[src/rtl/adc_collector.sv]
// adc_collector: pairs left/right ADC samples from two Avalon-ST sinks, mixes
// them to mono and writes them into a circular window buffer. It pulses go_out
// with the quarter index each time a quarter of the buffer has been filled.
module adc_collector #(
    parameter int DATA_W   = 16,
    parameter int ADDR_W   = 10,
    parameter int MONO_MIX = 1
) (
    input  logic              clk,
    input  logic              reset,
    input  logic              enable,
    input  logic [DATA_W-1:0] left_in_data,
    input  logic              left_in_valid,
    output logic              left_in_ready,
    input  logic [DATA_W-1:0] right_in_data,
    input  logic              right_in_valid,
    output logic              right_in_ready,
    output logic [ADDR_W-1:0] buf_wr_addr,
    output logic [DATA_W-1:0] buf_wr_data,
    output logic              buf_wren,
    input  logic              window_busy,
    output logic              go_out,
    output logic [1:0]        window_start,
    output logic              overrun
);

    typedef enum logic [1:0] {IDLE, COLLECT, WRITE} state_t;

    state_t             state, state_nxt;
    logic               have_l, have_r;
    logic [DATA_W-1:0]  l_q, r_q;
    logic [ADDR_W-1:0]  wr_ptr;
    logic               l_xfer, r_xfer;
    logic               quarter_hit;
    logic [DATA_W-1:0]  mix;

    assign l_xfer = left_in_valid && left_in_ready;
    assign r_xfer = right_in_valid && right_in_ready;

    // Mono mix: sign-extend both channels, add and halve. The one extra bit
    // means the sum cannot overflow; truncation (no rounding) is intended.
    generate
        if (MONO_MIX != 0) begin : g_mix
            assign mix = DATA_W'(($signed({l_q[DATA_W-1], l_q}) +
                                  $signed({r_q[DATA_W-1], r_q})) >>> 1);
        end else begin : g_left
            assign mix = l_q;
        end
    endgenerate

    assign buf_wr_addr = wr_ptr;
    assign buf_wr_data = mix;

    // The write that completes a quarter is the one whose low address bits are all ones.
    assign quarter_hit = buf_wren && (&wr_ptr[ADDR_W-3:0]);

    // State register.
    always_ff @(posedge clk) begin
        if (reset) state <= IDLE;
        else       state <= state_nxt;
    end

    // Next state: a started pair always completes; enable only matters at pair boundaries.
    always_comb begin
        state_nxt = state;
        case (state)
            IDLE:    if (enable) state_nxt = COLLECT;
            COLLECT: if ((have_l || l_xfer) && (have_r || r_xfer)) state_nxt = WRITE;
            WRITE:   state_nxt = enable ? COLLECT : IDLE;
            default: state_nxt = IDLE;
        endcase
    end

    // Outputs: a channel's ready stays low once its sample is held, which stalls an early source.
    always_comb begin
        left_in_ready  = 1'b0;
        right_in_ready = 1'b0;
        buf_wren       = 1'b0;
        case (state)
            COLLECT: begin
                left_in_ready  = !have_l;
                right_in_ready = !have_r;
            end
            WRITE:   buf_wren = 1'b1;
            default: ;
        endcase
    end

    // Sample holding and the write pointer; data is captured only on the transfer cycle.
    always_ff @(posedge clk) begin
        if (reset) begin
            have_l <= 1'b0;
            have_r <= 1'b0;
            l_q    <= '0;
            r_q    <= '0;
            wr_ptr <= '0;
        end else if (state == WRITE) begin
            have_l <= 1'b0;
            have_r <= 1'b0;
            wr_ptr <= wr_ptr + ADDR_W'(1);
        end else begin
            if (l_xfer) begin
                have_l <= 1'b1;
                l_q    <= left_in_data;
            end
            if (r_xfer) begin
                have_r <= 1'b1;
                r_q    <= right_in_data;
            end
        end
    end

    // Quarter signalling one cycle after the write; overrun is sticky until reset.
    always_ff @(posedge clk) begin
        if (reset) begin
            go_out       <= 1'b0;
            window_start <= 2'd0;
            overrun      <= 1'b0;
        end else begin
            go_out <= quarter_hit;
            if (quarter_hit) window_start <= wr_ptr[ADDR_W-1:ADDR_W-2];
            if (quarter_hit && window_busy) overrun <= 1'b1;
        end
    end

endmodule
[config.mk]
export PLATFORM = sky130hd
export DESIGN_NAME = adc_collector
export DESIGN_NICKNAME = d
export VERILOG_FILES = /design/src/rtl/adc_collector.sv
export SDC_FILE = /design/constraint.sdc
export NUM_CORES = 1
export LEC_CHECK = 0
export CAP_MARGIN = 25
export CORE_ASPECT_RATIO = 0.75
export CORE_MARGIN = 1
export CORE_UTILIZATION = 50
export DETAILED_ROUTE_END_ITERATION = 10
export DONT_BUFFER_PORTS = 1
export GPL_ROUTABILITY_DRIVEN = 0
export PLACE_DENSITY = 0.65
export SETUP_SLACK_MARGIN = 0.02
export SLEW_MARGIN = 30
export SYNTH_ARGS = -nofsm -noshare
export SYNTH_HDL_FRONTEND = slang
export SYNTH_SLANG_ARGS = --single-unit
export TNS_END_PERCENT = 30
[constraint.sdc]
create_clock -name clk -period 4.05 [get_ports clk]
set_input_delay 0.81 -clock clk [delete_from_list [all_inputs] [get_ports clk]]
set_output_delay 0.81 -clock clk [all_outputs]
set_load 0.05 [all_outputs]
==> results.md, run 1 <==
* RSZ-0062 raised after global routing: no
* FILL cells at 470
* Row count at 22
* Vias in the first global route at 2000
* Fmax at 303 MHz
* Leak Pwr at 1.10 nW
* Syn Inst Count at 318
* Status: complete, no violations
* Avg Vias per Cell at 5.35
* # Post-CTS Setup Buffers at 0
* PortBufs at 0
* Yosys reg bits at 50
* Setup violations, final at 0
* Period minus WS final at 3300 ps
* CTS Buf Count at 5
* Die area at 0.00556 mm²
* Switching share of power at 0.308
* Post-synth EDFFs at 0
* Comb power frac at 0.163
* Unique cell type count in the Yosys netlist at 46
* Cell Area, Synth at 0.00263 mm²
* Vias at 2114
* I/O pin count at 71
* Worst EP arrival at 2490 ps
* Min Hold Slack at 460 ps
* Worst-margin pin slew at 969 ps
* Synth area leader: dfxtp_1
* H-Tree Depth at 2
* Grt total ovfl at 0
* Setup CP Type: flip-flop to output pin
* Clock share of power at 0.307
* Total core area at 0.00498 mm²
* CTS root buf: clkbuf_8
* Post-cts sizing count at 0
* First-pass GRT wire length at 9330 µm
* Worst Setup End Kind: output pin
* Antenna violations before repair at 0
* Worst-skew pair later-pin latency at 300 ps
* Drt pass-1 iters at 4
* Relative slew slack at 0.351
* Syn_area_per_cell at 8.28 µm²
* Setup TNS Final at 0 ps
* Hold Vio Cnt, Final at 0
* Internal at 677 µW
* Total GRT Usage at 0.217
* Reg power frac at 0.529
* Fin Clk Skew at 6.04 ps
* Max Cap Violations at 0
* Syn-to-layout area delta at 8.31%
* Final ANT Viol Nets at 0
* # diodes at 0
* Top_reg_cell synth: dfxtp_1
* Final period utilization at 0.815
* Die height at 64.9 µm
* Area contributors post-synth: dfxtp_1, nand2_1, a21oi_1, ha_1, xnor2_1
* Hold buffers post-CTS at 0
* Power per cell area at 343 mW/mm²
* Synth Net Count at 373
* Routed WL at 5720 µm
* Pins over their slew limit at 0
* Most common cell after layout, fill and taps aside: nand2_1
* Hold crit path type: flip-flop to flip-flop
* Hpwl dp at 4110 µm
* Seq/Total Area, Yosys at 0.380
* Pin count of the biggest net entering global routing at 51
* Final nets at 377
* CTS clk-pin slew, worst paths at 100 ps
* Clock buffer depth at 2
* Sink Count at 50
* Worst setup SP type: flip-flop
* Commonest cells after routing, fill and taps aside: nand2_1, dfxtp_1, a21oi_1
* Sw power at 302 µW
* Share of layout cells above drive strength 1 at 0.133
* Routed len/inst at 14.5 µm
* Worst vdd ir at 163 µV
* Req. time, crit path at 3240 ps
* CTS tree: built
* Initial core utilization at 0.529
* Crit path max fanout at 3
* DRC errors left at 0
* 1st-iter DRT viols at 106
* Synth async-reset ratio at 0
* Synth warn at 0
* Die Wd at 85.8 µm
* Top cell type's share of synthesized area at 0.380
## cells by family after synthesis
| logic type | Yosys count | share of synthesized area |
|---|---|---|
| adders and majority gates | 17 | 0.0836 |
| AOI/OAI and AO/OA | 81 | 0.201 |
| and+or+nand+nor | 125 | 0.211 |
| xor gates and xnor gates | 22 | 0.0732 |
| muxes | 4 | 0.0152 |
| buffers and inverters | 19 | 0.0356 |
| DFF | 50 | 0.380 |
## power by group through the flow
stage               combinational [mW]  sequential (mW)  clock, mW
finish                           0.160            0.518      0.301
global route                     0.173            0.520      0.325
CTS                              0.160            0.518      0.309
detailed placement               0.160            0.529          0
global placement                 0.157            0.529          0
floorplan                        0.137            0.527          0
## synthesized netlist by cell type, types with 3 or more instances
| library cell | number |
|---|---|
| o31ai_1 | 3 |
| nor3_1 | 4 |
| nor2_2 | 3 |
| a21oi_2 | 3 |
| o21ai_0 | 4 |
| a21o_1 | 3 |
| buf_4 | 3 |
| nor2_1 | 19 |
| clkbuf_1 | 8 |
| and2_1 | 3 |
| a21oi_1 | 47 |
| buf_2 | 3 |
| xnor2_1 | 11 |
| ha_1 | 16 |
| xor2_1 | 11 |
| o21ai_1 | 3 |
| nand2b_1 | 4 |
| nand3_1 | 4 |
| mux2i_1 | 4 |
| inv_1 | 4 |
| dfxtp_1 | 50 |
| o21a_1 | 3 |
| nand2_1 | 77 |
## routing by layer
metal | wire, µm | part of all wire | track usage
met4 | 53 | 0.0093 | 0.0604
met3 | 226 | 0.040 | 0.0497
met2 | 2350 | 0.41 | 0.338
met5 | 0 | 0 | 0
met1 | 3090 | 0.54 | 0.302
## per-stage QoR
stage / instances / utilization / instance area [µm²] / worst slack (ps) / total power [mW]
5_1_grt: 395 / 0.573 / 2850 / 639 / 1.02
6_report: 395 / 0.573 / 2850 / 751 / 0.979
2_1_floorplan: 318 / - / 2630 / 971 / 0.663
4_1_cts: 395 / 0.571 / 2850 / 788 / 0.987
3_5_place_dp: 387 / 0.552 / 2750 / 1140 / 0.689
3_3_place_gp: 387 / 0.549 / 2740 / 1000 / 0.686
## path summary, 6_finish.rpt
kind	from	to	slack, ps	cells past startpoint
setup / recovery	l_q[0]$_SDFFE_PP0P_	buf_wr_data[13]	750	9
hold / removal	l_q[14]$_SDFFE_PP0P_	l_q[14]$_SDFFE_PP0P_	460	2
setup reg to reg	state[1]$_SDFFE_PP0P_	l_q[4]$_SDFFE_PP0P_	1910	5
hold reg to reg	l_q[14]$_SDFFE_PP0P_	l_q[14]$_SDFFE_PP0P_	460	2
## final cells by class
cell class | count | area [µm²] | share of cell area
repair buffers | 12 | 90.1 | 0.0316
flip-flops and latches | 50 | 1000 | 0.351
inverters | 4 | 15.0 | 0.00526
clock buffers | 5 | 68.8 | 0.0241
multi-input cells | 249 | 1560 | 0.548
clock inverters | 3 | 23.8 | 0.00833
well taps | 72 | 90.1 | 0.0316
## flip-flops by register name (all words and copies together), names as in the netlist
name,cells
l_q,16
r_q,16
buf_wr_addr,10
state,2
window_start,2
go_out,1
have_l,1
have_r,1
overrun,1
## worst max-delay path, cell delays in order (launching register included)
cell	delay, ps
dfxtp_1	330
and2_1	170
fa_1	440
a21oi_2	270
o211ai_4	120
nand2_1	160
o221ai_2	140
a21oi_1	190
xnor2_1	140
buf_4	220
Power figures use the tool's default switching activity.
==> inputs of run 2 (changes only) <==
Settings changed: PLACE_DENSITY 0.65 to 0.68.
Clock period 4.05 ns to 2.87 ns, I/O delays scaled along.
==> run 2 against run 1 <==
Effect of this change: highest routed layer unchanged; setup slack got worse by 800 ps; combinational power rose by 52%; cell count rose by 2.8%; the run now ends with setup timing left; final area rose by 5.5%; die area did not move; count of clock-buffer cells in the layout rose by 1; core utilization rose by 3.1 points; critical path type unchanged.
==> results.md, run 2 (synthesized netlist as in run 1, its figures left out) <==
* Pin count of the biggest net entering global routing at 51 (unchanged)
* Final period utilization at 1.02
* Setup CP Type: flip-flop to output pin (unchanged)
* CTS clk-pin slew, worst paths at 100 ps (about the same)
* Comb power frac at 0.162 (was 0.163)
* Max Cap Violations at 0 (unchanged)
* Die Wd at 85.8 µm (unchanged)
* Fin Clk Skew at 5.87 ps (was 6.04 ps)
* PortBufs at 0 (unchanged)
* Sink Count at 50 (unchanged)
* Hold crit path type: input pin to flip-flop (was flip-flop to flip-flop)
* Worst Setup End Kind: output pin (unchanged)
* Clock buffer depth at 2 (unchanged)
* I/O pin count at 71 (unchanged)
* Worst-margin pin slew at 697 ps (was 969 ps)
* Switching share of power at 0.281 (was 0.308)
* Avg Vias per Cell at 5.40 (was 5.35)
* Leak Pwr at 1.17 nW (was 1.10 nW)
* Dpl cells at 395 (was 387)
* Drt pass-1 iters at 4 (unchanged)
* Vias in the first global route at 2089 (was 2000)
* Final Non-Filler Cells at 406 (was 395)
* CP max stage delay at 380 ps (was 440 ps)
* Hold Vio Cnt, Final at 0 (unchanged)
* CTS root buf: clkbuf_8 (unchanged)
* Internal at 1.08 mW (was 677 µW)
* Reg power frac at 0.485 (was 0.529)
* H-Tree Depth at 2 (unchanged)
* Crit path max fanout at 3 (unchanged)
* Die height at 64.9 µm (unchanged)
* Routed len/inst at 14.5 µm (about the same)
* Routed WL at 5870 µm (was 5720 µm)
* # diodes at 0 (unchanged)
* Worst EP arrival at 2340 ps (was 2490 ps)
* Hpwl dp at 4270 µm (was 4110 µm)
* Slowest stage cell, crit path: fa_2 (was fa_1)
* Pins over their slew limit at 0 (unchanged)
* CTS tree: built (unchanged)
* Clock share of power at 0.353 (was 0.307)
* Row count at 22 (unchanged)
* Post-DP Area at 0.00281 mm² (was 0.00275 mm²)
* Initial core utilization at 0.529 (unchanged)
* Worst setup SP type: flip-flop (unchanged)
* Sw power at 423 µW (was 302 µW)
* Commonest cells after routing, fill and taps aside: nand2_1, dfxtp_1, a21oi_1 (unchanged)
* Power per cell area at 500 mW/mm² (was 343 mW/mm²)
* Relative slew slack at 0.535 (was 0.351)
* Total GRT Usage at 0.222 (was 0.217)
* Total core area at 0.00498 mm² (unchanged)
* Syn-to-layout area delta at 14.3% (was 8.31%)
* Final nets at 388 (was 377)
* Place WS at 106 ps (was 1140 ps)
* DRC errors left at 0 (unchanged)
* Final ANT Viol Nets at 0 (unchanged)
* CTS Buf Count at 5 (unchanged)
* Worst-skew pair later-pin latency at 300 ps (about the same)
* Share of layout cells above drive strength 1 at 0.195 (was 0.133)
* RSZ-0062 raised after global routing: yes (was no)
* Antenna violations before repair at 0 (unchanged)
* Period minus WS final at 2920 ps
* Worst vdd ir at 263 µV (was 163 µV)
* Final Cell Area at 0.00301 mm² (was 0.00285 mm²)
* First-pass GRT wire length at 9600 µm (was 9330 µm)
* 1st-iter DRT viols at 99 (was 106)
* Vias at 2191 (was 2114)
* Most common cell after layout, fill and taps aside: nand2_1 (unchanged)
* Fmax at 343 MHz
* Setup violations, final at 1 (was 0)
* Crit-path cells: and2_4 -> fa_2 -> a21oi_4 -> o211ai_4 -> a211oi_2 -> o21bai_1 -> a21oi_2 -> xnor2_2 -> buf_12 (was and2_1 -> fa_1 -> a21oi_2 -> o211ai_4 -> nand2_1 -> o221ai_2 -> a21oi_1 -> xnor2_1 -> buf_4)
* Failing checks: setup timing
* Status: finished, violations left (was complete, no violations)
* Req. time, crit path at 2300 ps (was 3240 ps)
* Final WS setup at -47.0 ps (was 751 ps)
* Grt total ovfl at 0 (unchanged)
* Hold buffers post-CTS at 0 (unchanged)
* Die area at 0.00556 mm² (unchanged)
==> run 2: path summary, 6_finish.rpt <==
path | from | end | slack [ps] | depth (start not counted)
min | reset | buf_wr_addr[0]$_SDFFE_PP0P_ | 330 | 1
max reg2reg | buf_wr_addr[1]$_SDFFE_PP0P_ | window_start[1]$_SDFFE_PP0P_ | 1020 | 5
min reg2reg | r_q[13]$_SDFFE_PP0P_ | r_q[13]$_SDFFE_PP0P_ | 460 | 2
max | l_q[0]$_SDFFE_PP0P_ | buf_wr_data[9] | -50 | 9
==> run 2: routing by layer <==
layer  wire length (µm)  GRT usage
met4                 19     0.0563
met2               2650      0.355
met1               2860      0.301
met3                340     0.0535
met5                  0          0
==> run 2: what timing repair did <==
action | in CTS | in global routing
buffers inserted | 3 | 0
gates resized for setup | 7 | 8
endpoints found under the setup margin | 5 | 5
pin swaps | 7 | 2
==> run 2: critical path, delay by kind of cell, from the launching register on <==
family,cells,cell delay [ps]
flip-flops,1,330
adder cells (fa/ha/maj),1,380
XOR/XNOR,1,160
AND/OR/NAND/NOR,1,150
AO/OA/AOI/OAI,5,870
buffers and inverters,1,160
==> run 2: layout make-up <==
| class | instances | area [µm²] |
|---|---|---|
| Tap cell | 72 | 90.1 |
| Timing Repair Buffer | 23 | 185 |
| Sequential cell | 50 | 1010 |
| Clock buffer | 6 | 82.6 |
| Multi-Input combinational cell | 249 | 1590 |
| Fill cell | 446 | 1970 |
| Inverter | 4 | 15.0 |
| Clock inverter | 2 | 38.8 |
==> run 2: power by group through the flow <==
stage / sequential (mW) / clock [mW] / combinational [mW]
6_report: 0.731 / 0.531 / 0.243
5_1_grt: 0.733 / 0.559 / 0.263
4_1_cts: 0.730 / 0.536 / 0.242
3_5_place_dp: 0.745 / 0 / 0.238
3_3_place_gp: 0.745 / 0 / 0.235
2_1_floorplan: 0.743 / 0 / 0.193
==> run 2: through the flow <==
stage | util | hold slack [ps] | power (mW) | TNS [ps]
floorplan | - | 440 | 0.936 | 0
global placement | 0.564 | 441 | 0.979 | 0
detailed placement | 0.564 | 446 | 0.984 | 0
CTS | 0.598 | 319 | 1.51 | 0
global route | 0.604 | 317 | 1.55 | -188
finish | 0.604 | 328 | 1.51 | -47.0
==> inputs of run 3 (changes only) <==
Settings changed: CTS_CLUSTER_SIZE from default to 40.
==> results of run 3 <==
The final DEF is identical to that of run 2; final timing and power are the same.
